[config.mk]
export PLATFORM = sky130hd
export DESIGN_NAME = booth4_csa_iter
export DESIGN_NICKNAME = d
export VERILOG_FILES = /design/src/rtl/booth4_csa_iter.sv
export SDC_FILE = /design/constraint.sdc
export NUM_CORES = 1
export LEC_CHECK = 0
export BUFFER_PORTS_ARGS = -buffer_cell sky130_fd_sc_hd__buf_2
export CORE_MARGIN = 3
export CORE_UTILIZATION = 55
export CTS_BUF_LIST = sky130_fd_sc_hd__clkbuf_4 sky130_fd_sc_hd__clkbuf_8
export CTS_CLUSTER_DIAMETER = 80
export CTS_CLUSTER_SIZE = 30
export DETAILED_ROUTE_END_ITERATION = 12
export PLACE_DENSITY = 0.86
export SLEW_MARGIN = 20
export SYNTH_ARGS = -nofsm -noshare
export SYNTH_HDL_FRONTEND = slang
export SYNTH_SLANG_ARGS = --single-unit
[constraint.sdc]
create_clock -name clk -period 5.3 [get_ports clk]
set_input_delay 0.265 -clock clk [delete_from_list [all_inputs] [get_ports clk]]
set_output_delay 0.265 -clock clk [all_outputs]
set_load 0.02 [all_outputs]
[src/rtl/booth4_csa_iter.sv]
// booth4_csa_iter
// Iterative radix-4 Booth multiplier front end. One Booth digit of the
// multiplier is recoded per cycle. Its partial product is folded into a
// carry-save register pair (row_a = sum row, row_b = carry row). The two
// rows are handed to a downstream carry-propagate adder. That adder's sum,
// taken mod 2^(2N), is the unsigned product x*y. Its carry-out is meaningless.

module booth4_csa_iter #(
    parameter int N = 4
) (
    input  logic             clk,
    input  logic             rst_n,
    input  logic             in_valid,
    output logic             in_ready,
    input  logic [N-1:0]     x,
    input  logic [N-1:0]     y,
    output logic             out_valid,
    input  logic             out_ready,
    output logic [2*N-1:0]   row_a,
    output logic [2*N-1:0]   row_b
);

    localparam int W  = 2 * N;        // row width
    localparam int D  = N / 2 + 1;    // number of Booth digits
    localparam int KW = $clog2(D + 1);
    localparam int YW = N + 3;        // {2 zero guard bits, y, implicit y[-1]}

    typedef enum logic [1:0] {
        IDLE = 2'b00,
        BUSY = 2'b01,
        DONE = 2'b10
    } state_t;

    // Radix-4 Booth recode of a bit triple {y[2k+1], y[2k], y[2k-1]}.
    // Returns {neg, two, one}: the digit is (neg ? -1 : +1) * (two ? 2 : one).
    function automatic logic [2:0] booth_recode(input logic [2:0] trip);
        logic [2:0] code;
        case (trip)
            3'b000, 3'b111: code = 3'b000;  //  0
            3'b001, 3'b010: code = 3'b001;  // +1
            3'b011:         code = 3'b010;  // +2
            3'b100:         code = 3'b110;  // -2
            3'b101, 3'b110: code = 3'b101;  // -1
            default:        code = 3'b000;
        endcase
        return code;
    endfunction

    // Bitwise majority, the carry function of a 3:2 compressor.
    function automatic logic [W-1:0] maj3(input logic [W-1:0] a,
                                          input logic [W-1:0] b,
                                          input logic [W-1:0] c);
        return (a & b) | (a & c) | (b & c);
    endfunction

    state_t          state_r;
    state_t          state_next_s;
    logic            in_ready_r;
    logic            out_valid_r;
    logic            in_ready_next_s;
    logic            out_valid_next_s;
    logic            accept_s;
    logic            last_digit_s;

    logic [KW-1:0]   k_r;
    logic [W-1:0]    x_sh_r;      // x << 2k, mod 2^W
    logic [YW-1:0]   y_sh_r;      // y window; [2:0] is the current triple
    logic [W-1:0]    row_a_r;
    logic [W-1:0]    row_b_r;

    logic [2:0]      digit_s;
    logic            neg_s;
    logic [W-1:0]    mag_s;
    logic [W-1:0]    pp_s;
    logic [W-1:0]    sum_s;
    logic [W-1:0]    carry_s;

    // An operand pair is taken only while idle and advertising ready.
    assign accept_s     = (state_r == IDLE) && in_valid && in_ready_r;
    assign last_digit_s = (k_r == KW'(D - 1));

    // State register.
    always_ff @(posedge clk or negedge rst_n) begin
        if (!rst_n) begin
            state_r <= IDLE;
        end else begin
            state_r <= state_next_s;
        end
    end

    // Next-state decode: accept -> D digit cycles -> hold until consumed.
    always_comb begin
        state_next_s = state_r;
        case (state_r)
            IDLE: begin
                if (accept_s) begin
                    state_next_s = BUSY;
                end else begin
                    state_next_s = IDLE;
                end
            end
            BUSY: begin
                if (last_digit_s) begin
                    state_next_s = DONE;
                end else begin
                    state_next_s = BUSY;
                end
            end
            DONE: begin
                if (out_ready) begin
                    state_next_s = IDLE;
                end else begin
                    state_next_s = DONE;
                end
            end
            default: begin
                state_next_s = IDLE;
            end
        endcase
    end

    // Handshake flag values for the coming state, registered below.
    always_comb begin
        in_ready_next_s  = 1'b0;
        out_valid_next_s = 1'b0;
        case (state_next_s)
            IDLE: begin
                in_ready_next_s  = 1'b1;
                out_valid_next_s = 1'b0;
            end
            BUSY: begin
                in_ready_next_s  = 1'b0;
                out_valid_next_s = 1'b0;
            end
            DONE: begin
                in_ready_next_s  = 1'b0;
                out_valid_next_s = 1'b1;
            end
            default: begin
                in_ready_next_s  = 1'b0;
                out_valid_next_s = 1'b0;
            end
        endcase
    end

    // Registered handshake flags. Reset holds in_ready low until the first edge.
    always_ff @(posedge clk or negedge rst_n) begin
        if (!rst_n) begin
            in_ready_r  <= 1'b0;
            out_valid_r <= 1'b0;
        end else begin
            in_ready_r  <= in_ready_next_s;
            out_valid_r <= out_valid_next_s;
        end
    end

    // Current digit's partial product and its 3:2 compression with the rows.
    // A negative digit contributes ~m. Its +1 enters through the carry
    // row's free bit 0, which the left shift of the carries leaves open.
    always_comb begin
        digit_s = booth_recode(y_sh_r[2:0]);
        neg_s   = digit_s[2];
        if (digit_s[1]) begin
            mag_s = {x_sh_r[W-2:0], 1'b0};
        end else if (digit_s[0]) begin
            mag_s = x_sh_r;
        end else begin
            mag_s = {W{1'b0}};
        end
        if (neg_s) begin
            pp_s = ~mag_s;
        end else begin
            pp_s = mag_s;
        end
        sum_s   = row_a_r ^ row_b_r ^ pp_s;
        carry_s = maj3(row_a_r, row_b_r, pp_s);
        carry_s = {carry_s[W-2:0], neg_s};
    end

    // Datapath registers: load on accept, step one digit per busy cycle,
    // and hold everything while done or idle.
    always_ff @(posedge clk or negedge rst_n) begin
        if (!rst_n) begin
            k_r     <= {KW{1'b0}};
            x_sh_r  <= {W{1'b0}};
            y_sh_r  <= {YW{1'b0}};
            row_a_r <= {W{1'b0}};
            row_b_r <= {W{1'b0}};
        end else begin
            case (state_r)
                IDLE: begin
                    if (accept_s) begin
                        k_r     <= {KW{1'b0}};
                        x_sh_r  <= {{N{1'b0}}, x};
                        y_sh_r  <= {2'b00, y, 1'b0};
                        row_a_r <= {W{1'b0}};
                        row_b_r <= {W{1'b0}};
                    end else begin
                        k_r     <= k_r;
                        x_sh_r  <= x_sh_r;
                        y_sh_r  <= y_sh_r;
                        row_a_r <= row_a_r;
                        row_b_r <= row_b_r;
                    end
                end
                BUSY: begin
                    k_r     <= k_r + KW'(1'b1);
                    x_sh_r  <= {x_sh_r[W-3:0], 2'b00};
                    y_sh_r  <= {2'b00, y_sh_r[YW-1:2]};
                    row_a_r <= sum_s;
                    row_b_r <= carry_s;
                end
                default: begin
                    k_r     <= k_r;
                    x_sh_r  <= x_sh_r;
                    y_sh_r  <= y_sh_r;
                    row_a_r <= row_a_r;
                    row_b_r <= row_b_r;
                end
            endcase
        end
    end

    assign in_ready  = in_ready_r;
    assign out_valid = out_valid_r;
    assign row_a     = row_a_r;
    assign row_b     = row_b_r;

endmodule

==> flow_summary.json, run 1 <==
{
  "met2_usage": 0.3489,
  "cp_data_required_time_ps": 5560,
  "die-area_um2": 4292,
  "clock_tree.root_cell": "clkbuf_4",
  "grt_antenna_before_repair": 0,
  "async_flop_share": 1.000,
  "crit_fanout": 22,
  "drv_slew": 0,
  "tightest_slew_ps": 766.3,
  "violations": "hold timing",
  "p_int_mw": 0.7358,
  "grt_max_degree": 41,
  "dp.cells": 286,
  "setup_tns_ps": 0,
  "synth_area_um2": 1948,
  "synth_seq_cells": 35,
  "clockBufferDepth": 2,
  "num_vias": 1641,
  "synth.top_cells.by_count": "47 x nand2_1, 35 x dfrtp_1, 35 x o21ai_0",
  "cts_num_sinks": 35,
  "synth-edff-count": 0,
  "finalNonFillerCells": 294,
  "die_w_um": 65.52,
  "path_clk_slew_ps": 110,
  "fin_total_pwr_mw": 1.425,
  "cts-hold-fix-buffers": 0,
  "place_congestion": 0.8171,
  "drc": 0,
  "netlist.area_leader.share": 0.4496,
  "seq_area_um2": 875.8,
  "core_um2": 3203,
  "grt_pass1_vias": 1576,
  "ctsResizeCount": 0,
  "start_util": 0.6082,
  "maxCapViolCount": 0,
  "hold_class": "in -> async",
  "synth.most_common_cell": "nand2_1",
  "diodes": 0,
  "fp.dieH_um": 65.52,
  "cp_cell_sequence": "ha_1, nand2b_1, a31oi_1, a31oi_1, fa_1, o21ai_0",
  "worst_ir_drop_vdd_mv": 0.3270,
  "clock_power_share": 0.103,
  "p_seq_frac": 0.349,
  "synth.area.top_cells": "dfrtp_1 45%, nand2_1 9.1%, o21ai_0 9.0%",
  "overflow": 0,
  "hold_viol_final": 35,
  "drive_gt1_frac": 0.1840,
  "switchingPower_mw": 0.6892,
  "fillers": 272,
  "cts_setup_buffers": 0,
  "areaGrowthSynthToFinish_pct": 10.40,
  "power_density_nw_per_um2": 662.5,
  "io_buffers": 29,
  "fmax_mhz": 426.0,
  "nets": 271,
  "rows": 20,
  "postRouteAntennaNets": 0,
  "yosysUniqueCellTypes": 26,
  "grt_use_met1": 0.2656,
  "grt_use_total": 0.2066,
  "period_share": 0.4429,
  "ys.warnings.count": 0,
  "cts_max_level": 2,
  "gr-usage-met3": 0.04444,
  "drt-pass1-iter-count": 4,
  "synth.avg_cell_area_um2": 8.544,
  "cts_tree": "yes",
  "synth_ff_type": "dfrtp_1",
  "dp_hpwl_mm": 2.796,
  "cts_buffers": 5,
  "end_kind": "register",
  "cpPeakStageDelay_ps": 590,
  "setup_viol": 0,
  "clock_skew_ps": 7.830,
  "whs_ps": -14.04,
  "first_iter_violations": 113,
  "routedWlPerCell_um": 13.16,
  "min_period_ps": 2348,
  "swShare": 0.4837,
  "timing.slew.headroom": 0.4891,
  "synth_top_area_cell": "dfrtp_1",
  "path_buf_inv": 0,
  "crit_path_start_kind": "register",
  "rsz0062_at_grt": "no",
  "status": "finished with violations",
  "syn_nets": 250,
  "p_leak_nw": 1.005,
  "netlist_instances": 228,
  "post-route-util": 0.6715,
  "p_comb_frac": 0.548,
  "via_per_inst": 5.582,
  "drt_wl_total_mm": 3.869,
  "cpMaxStageDelayCell": "ha_1",
  "cp.arrival_ps": 2610,
  "seq_area_frac_synth": 0.4496,
  "path_common_cell": "a31oi_1",
  "grt_pass1_wl_mm": 6.886,
  "crit_type": "reg -> reg",
  "busiest_layer": "met2",
  "crit_family": "adder cells",
  "io_pins": 30,
  "clock_latency_ps": 340,
  "multi_input_area_um2": 934.6
}
metrics by stage:
step / worst slack [ps] / instance area, um2
2_1_floorplan: 3284 / 1948
4_1_cts: 2990 / 2148
3_3_place_gp: 3087 / 2091
3_5_place_dp: 3007 / 2091
6_report: 2952 / 2151
5_1_grt: 2732 / 2151
placed cells by master, fill, tap and decap left out, drive strengths merged, types with 2 or more instances in the layout:
cell / count
nand2: 47
o21ai: 35
dfrtp: 35
buf: 31
inv: 18
nand3: 16
nor2: 10
a21oi: 10
fa: 7
o221a: 6
clkbuf: 6
a31oi: 5
a21o: 4
nor3: 3
ha: 3
nand2b: 2
mux2i: 2
power groups by stage:
stage | sequential, mW | combinational, mW | clock [mW]
6_report | 0.497 | 0.781 | 0.146
5_1_grt | 0.516 | 0.898 | 0.162
4_1_cts | 0.498 | 0.784 | 0.148
3_5_place_dp | 0.503 | 0.785 | 0
3_3_place_gp | 0.498 | 0.741 | 0
2_1_floorplan | 0.544 | 0.543 | 0
metal layers:
layer	vias up	share of wire	wire length, um
li1	804	-	-
met1	786	0.46	1780
met2	44	0.48	1856
met5	-	0	0
met4	0	0.013	52
met3	7	0.046	179
layout make-up:
cell class | count | share of cell area
Multi-Input combinational cell | 158 | 0.4346
Sequential cell | 35 | 0.4072
Timing Repair Buffer | 31 | 0.07446
Inverter | 18 | 0.03141
Tap cell | 44 | 0.02560
Clock buffer | 6 | 0.02094
Clock inverter | 2 | 0.005817
path summary, 6_finish.rpt:
| check | endpoint | cells past startpoint | slack [ps] | from |
|---|---|---|---|---|
| setup / recovery | row_a[0] | 6 | 2950 | y_sh_r[1] |
| hold / removal | x_sh_r[1] | 1 | -10 | rst_n |
| setup reg to reg | row_a[0] | 6 | 2950 | y_sh_r[1] |
| hold reg to reg | k_r[0] | 1 | 510 | k_r[0] |
| max in group asynchronous | k_r[0] | 1 | 4840 | rst_n |
| min in group clk | y_sh_r[2] | 3 | 130 | y[1] |
flip-flops by register name (all words and copies together), names as in the netlist:
signal,cells
row_a,8
row_b,8
x_sh_r,8
y_sh_r,5
k_r,2
state_r,2
in_ready,1
out_valid,1
worst reg2reg max path: stages (launching register included):
cell	delay (ps)
dfrtp_1	390
ha_1	590
nand2b_1	400
a31oi_1	70
a31oi_1	200
fa_1	450
o21ai_0	170
cell families after synthesis:
| family | share of synthesized area |
|---|---|
| flops | 0.4496 |
| fa+ha+maj | 0.09120 |
| buf+inv | 0.07193 |
| mux | 0.01028 |
| simple gates | 0.1786 |
| xor+xnor | 0.008993 |
| compound gates | 0.1895 |
Power figures use the tool's default switching activity.
==> run 2, diff against run 1 <==
Settings changed: CORE_UTILIZATION 55 to 53.
Clock period 5.3 ns to 1.9 ns, I/O delays scaled along.
==> flow_summary.json, run 2 (synthesis gave the netlist of run 1 again) <==
{
  "grt_use_met1": 0.2587,
  "power_density_nw_per_um2": 1912,
  "pre_cts_slack_ps": -192.4,
  "r2r-start": "y_sh_r[1]",
  "cts_max_level": 2,
  "finalNonFillerCells": 310,
  "fp.dieH_um": 66.63,
  "die_w_um": 66.63,
  "cts_buffers": 5,
  "status": "finished with violations",
  "grt_max_degree": 36,
  "layout_setup_ws_ps": -55.80,
  "r2r.worst_path.cells": 8,
  "place_congestion": 0.7971,
  "dp_hpwl_mm": 2.882,
  "core_um2": 3442,
  "end_kind": "register",
  "path_clk_slew_ps": 70,
  "post-route-util": 0.6794,
  "num_vias": 1675,
  "violations": "setup timing",
  "ff2ff_setup_slack_ps": -60,
  "cp_data_required_time_ps": 2070,
  "period_share": 1.029,
  "cts_num_sinks": 35,
  "io_buffers": 29,
  "postRouteAntennaNets": 0,
  "holdCritStartpoint": "y[1]",
  "grt_antenna_before_repair": 0,
  "gr-usage-met3": 0.06745,
  "die-area_um2": 4439,
  "layout_common_cells": "43 x nand2_1, 35 x dfrtp_1, 29 x buf_2, 26 x o21ai_0, 17 x inv_1",
  "via_per_inst": 5.403,
  "routedWlPerCell_um": 13.08,
  "hold_class": "in -> reg",
  "rows": 21,
  "clock_skew_ps": 3.662,
  "start_util": 0.5660,
  "worst_ir_drop_vdd_mv": 1.175,
  "nets": 285,
  "crit_type": "reg -> reg",
  "maxCapViolCount": 0,
  "clockBufferDepth": 2,
  "setup_viol": 7,
  "grt_use_total": 0.2128,
  "met2_usage": 0.3552,
  "min_path_cells": 3,
  "min_to": "y_sh_r[2]",
  "overflow": 0,
  "hold_viol_final": 0,
  "drc": 0,
  "p_leak_nw": 1.085,
  "tightest_slew_ps": 764.9,
  "drt-pass1-iter-count": 4,
  "cp.arrival_ps": 2130,
  "clock_latency_ps": 290,
  "rsz0062_at_grt": "yes",
  "crit_fanout": 8,
  "clock_tree.root_cell": "clkbuf_8",
  "min_period_ps": 1956,
  "crit_path_start_kind": "register",
  "fmax_mhz": 511.3,
  "areaGrowthSynthToFinish_pct": 20.04,
  "drv_slew": 0,
  "r2r_end": "row_a[6]",
  "grt_pass1_vias": 1540,
  "grt_pass1_wl_mm": 7.086,
  "diodes": 0,
  "drt_wl_total_mm": 4.056,
  "cts_tree": "yes",
  "final_common_cell": "nand2_1",
  "timing.slew.headroom": 0.4901,
  "dp.cells": 300,
  "busiest_layer": "met2",
  "first_iter_violations": 86,
  "io_pins": 30,
  "drive_gt1_frac": 0.2614
}
run 2: changes by cell type in the layout (fill, tap and decap cells not counted), sizes merged:
cell	before	now
dlygate4sd3	0	1
buf	31	44
run 2: report_power, final:
part / total (mW) / internal, mW / switching [mW]
combinational: 2.54 / 1.06 / 1.48
clock: 0.547 / 0.270 / 0.276
sequential: 1.39 / 1.09 / 0.299
total: 4.47 / 2.42 / 2.05
run 2: area by class of cell:
cell class                 count  area, um2
sequential                    35      875.8
tap                           46      57.56
clock inverter                 2      12.51
inverter                      18      67.56
multi-input combinational    158      973.4
timing repair buffer          45      275.3
fill                         287       1104
clock buffer                   6      76.32
run 2: through the flow:
stage               hold WS [ps]  power, mW  instance area [um2]  setup TNS (ps)
global placement           211.6      3.623                 2183          -312.9
global route               30.84      4.931                 2338           -1753
detailed placement         215.1      3.757                 2183           -1424
CTS                        15.31      4.395                 2310          -137.4
floorplan                 -200.6      3.079                 1959               0
finish                     19.73      4.472                 2338          -216.3
run 2: how the worst max path moves through the flow:
stage                          from        to  slack, ps  cells past startpoint
final                     y_sh_r[1]  row_a[6]        -60                      8
after global routing      y_sh_r[1]  row_a[4]       -180                      8
after CTS                 y_sh_r[1]  row_a[5]        -30                      8
after detailed placement  y_sh_r[1]  row_a[6]       -190                      8
after global placement    y_sh_r[1]  row_a[5]        -60                      8
after floorplan           y_sh_r[1]  row_a[2]          4                      9
run 2: timing repair:
action / 4_1_cts / 5_1_grt
hold buffers: 1 / 0
endpoints found under the hold margin: 35 / 0
gates resized for setup: 7 / 17
endpoints found under the setup margin: 13 / 14
setup buffers: 1 / 0
pin swaps: 3 / 5
run 2: worst max-delay path, cell delays in order, from the launching register on:
cell	delay (ps)
dfrtp_1	390
inv_2	60
ha_4	320
nand2_2	80
nor2_2	120
a21oi_1	60
o221a_2	250
fa_1	480
o21ai_1	70
run 2: routing by layer:
| metal | routed length, um | share of wire |
|---|---|---|
| met1 | 1680 | 0.41 |
| met2 | 2119 | 0.52 |
| met3 | 195 | 0.048 |
| met4 | 61 | 0.015 |
| met5 | 0 | 0 |
==> run 3, diff against run 2 <==
Settings changed: CELL_PAD_IN_SITES_DETAIL_PLACEMENT set to 0, CELL_PAD_IN_SITES_GLOBAL_PLACEMENT set to 1, CORE_UTILIZATION 53 to 40.
==> flow_summary.json, run 3 (synthesis gave the netlist of run 1 again) <==
{
  "period_share": 1.018,
  "crit_fanout": 8,
  "cp.arrival_ps": 2100,
  "status": "finished with violations",
  "hold_viol_final": 0,
  "routedWlPerCell_um": 12.88,
  "layout_common_cells": "40 x nand2_1, 35 x dfrtp_1, 29 x buf_2, 27 x o21ai_0",
  "overflow": 0,
  "diodes": 0,
  "drive_gt1_frac": 0.2682,
  "start_util": 0.4296,
  "clock_skew_ps": 2.959,
  "die-area_um2": 5743,
  "fp.dieH_um": 75.79,
  "rsz0062_at_grt": "yes",
  "gr-usage-met3": 0.03694,
  "timing.slew.headroom": 0.4816,
  "dp_hpwl_mm": 2.883,
  "drt-pass1-iter-count": 4,
  "grt_antenna_before_repair": 0,
  "clockBufferDepth": 2,
  "via_per_inst": 5.040,
  "place_congestion": 0.8442,
  "final_common_cell": "nand2_1",
  "first_iter_violations": 72,
  "setup_viol": 4,
  "end_kind": "register",
  "met2_usage": 0.2757,
  "core_um2": 4534,
  "grt_use_total": 0.1649,
  "placed_cell_area_um2": 2205,
  "fillers": 442,
  "grt_max_degree": 41,
  "cts_num_sinks": 35,
  "grt_pass1_wl_mm": 7.293,
  "die_w_um": 75.79,
  "cts_max_level": 2,
  "maxCapViolCount": 0,
  "layout_setup_ws_ps": -34.39,
  "tightest_slew_ps": 777.6,
  "min_period_ps": 1934,
  "grt_pass1_vias": 1575,
  "busiest_layer": "met2",
  "final_cell_area_um2": 2371,
  "cp_data_required_time_ps": 2060,
  "clock_latency_ps": 280,
  "p_leak_nw": 1.086,
  "num_vias": 1643,
  "drc": 0,
  "fmax_mhz": 517.0,
  "cts_tree": "yes",
  "io_pins": 30,
  "hold_class": "in -> reg",
  "grt_use_met1": 0.2183,
  "whs_ps": 33.34,
  "ff2ff_setup_slack_ps": -30,
  "worst_ir_drop_vdd_mv": 0.9680,
  "rows": 24,
  "drv_slew": 0,
  "path_clk_slew_ps": 70,
  "drt_wl_total_mm": 4.200,
  "violations": "setup timing",
  "postRouteAntennaNets": 0,
  "areaGrowthSynthToFinish_pct": 21.71,
  "power_density_nw_per_um2": 1912,
  "clock_tree.root_cell": "clkbuf_8",
  "cts_buffers": 5,
  "crit_type": "reg -> reg",
  "io_buffers": 29,
  "crit_path_start_kind": "register",
  "nets": 282
}
## run 3: power breakdown
part / switching, mW / internal (mW)
Combinational: 1.51 / 1.09
Sequential: 0.317 / 1.09
Clock: 0.259 / 0.270
## run 3: stage by stage
stage                     power, mW  worst slack (ps)  TNS [ps]  std cells  utilization
after floorplan               3.079             4.445         0        228            -
after global placement        3.703            -91.44    -646.4        317       0.4862
after detailed placement      3.791            -141.9     -1264        317       0.4862
after CTS                     4.426            -10.77    -12.40        326       0.5138
after global routing          5.007            -125.2     -1124        326       0.5229
final                         4.534            -34.39    -82.15        326       0.5229
## run 3: layout make-up
type                       count  area (um2)  area share
sequential                    35       875.8      0.3694
clock buffer                   6       76.32     0.03219
inverter                      18       67.56     0.02850
tap                           65       81.33     0.03430
multi-input combinational    158       992.2      0.4185
timing repair buffer          42       265.3      0.1119
clock inverter                 2       12.51    0.005277
## run 3: final timing paths
check,start,endpoint,cells past startpoint
setup / recovery,y_sh_r[1],row_a[3],8
setup reg to reg,y_sh_r[1],row_a[3],8
max in group asynchronous,rst_n,k_r[1],2
hold / removal,y[1],y_sh_r[2],3
min in group asynchronous,rst_n,row_b[3],2
hold reg to reg,k_r[0],k_r[0],1
## run 3: what timing repair did
| action | 4_1_cts | 5_1_grt |
|---|---|---|
| endpoints found under the setup margin | 14 | 14 |
| gates resized for setup | 10 | 19 |
| pin swaps | 3 | 15 |
| setup buffers | 0 | 0 |
| hold buffers | 1 | 0 |
| cloned | 0 | 0 |
| endpoints found under the hold margin | 35 | 0 |
## run 3: per-layer routing
metal	vias up	share of wire	wire length (um)
met5	-	0	0
met3	4	0.045	191
met1	769	0.46	1928
met4	0	0.0064	27
li1	828	-	-
met2	42	0.49	2053
## run 3: worst max-delay path: stages, from the launching register on
cell and delay (ps):
dfrtp_1 380, inv_2 60, ha_4 340, nand2_4 70
nor2_4 110, a21oi_2 40, o221a_2 270, fa_1 500
o21ai_1 50
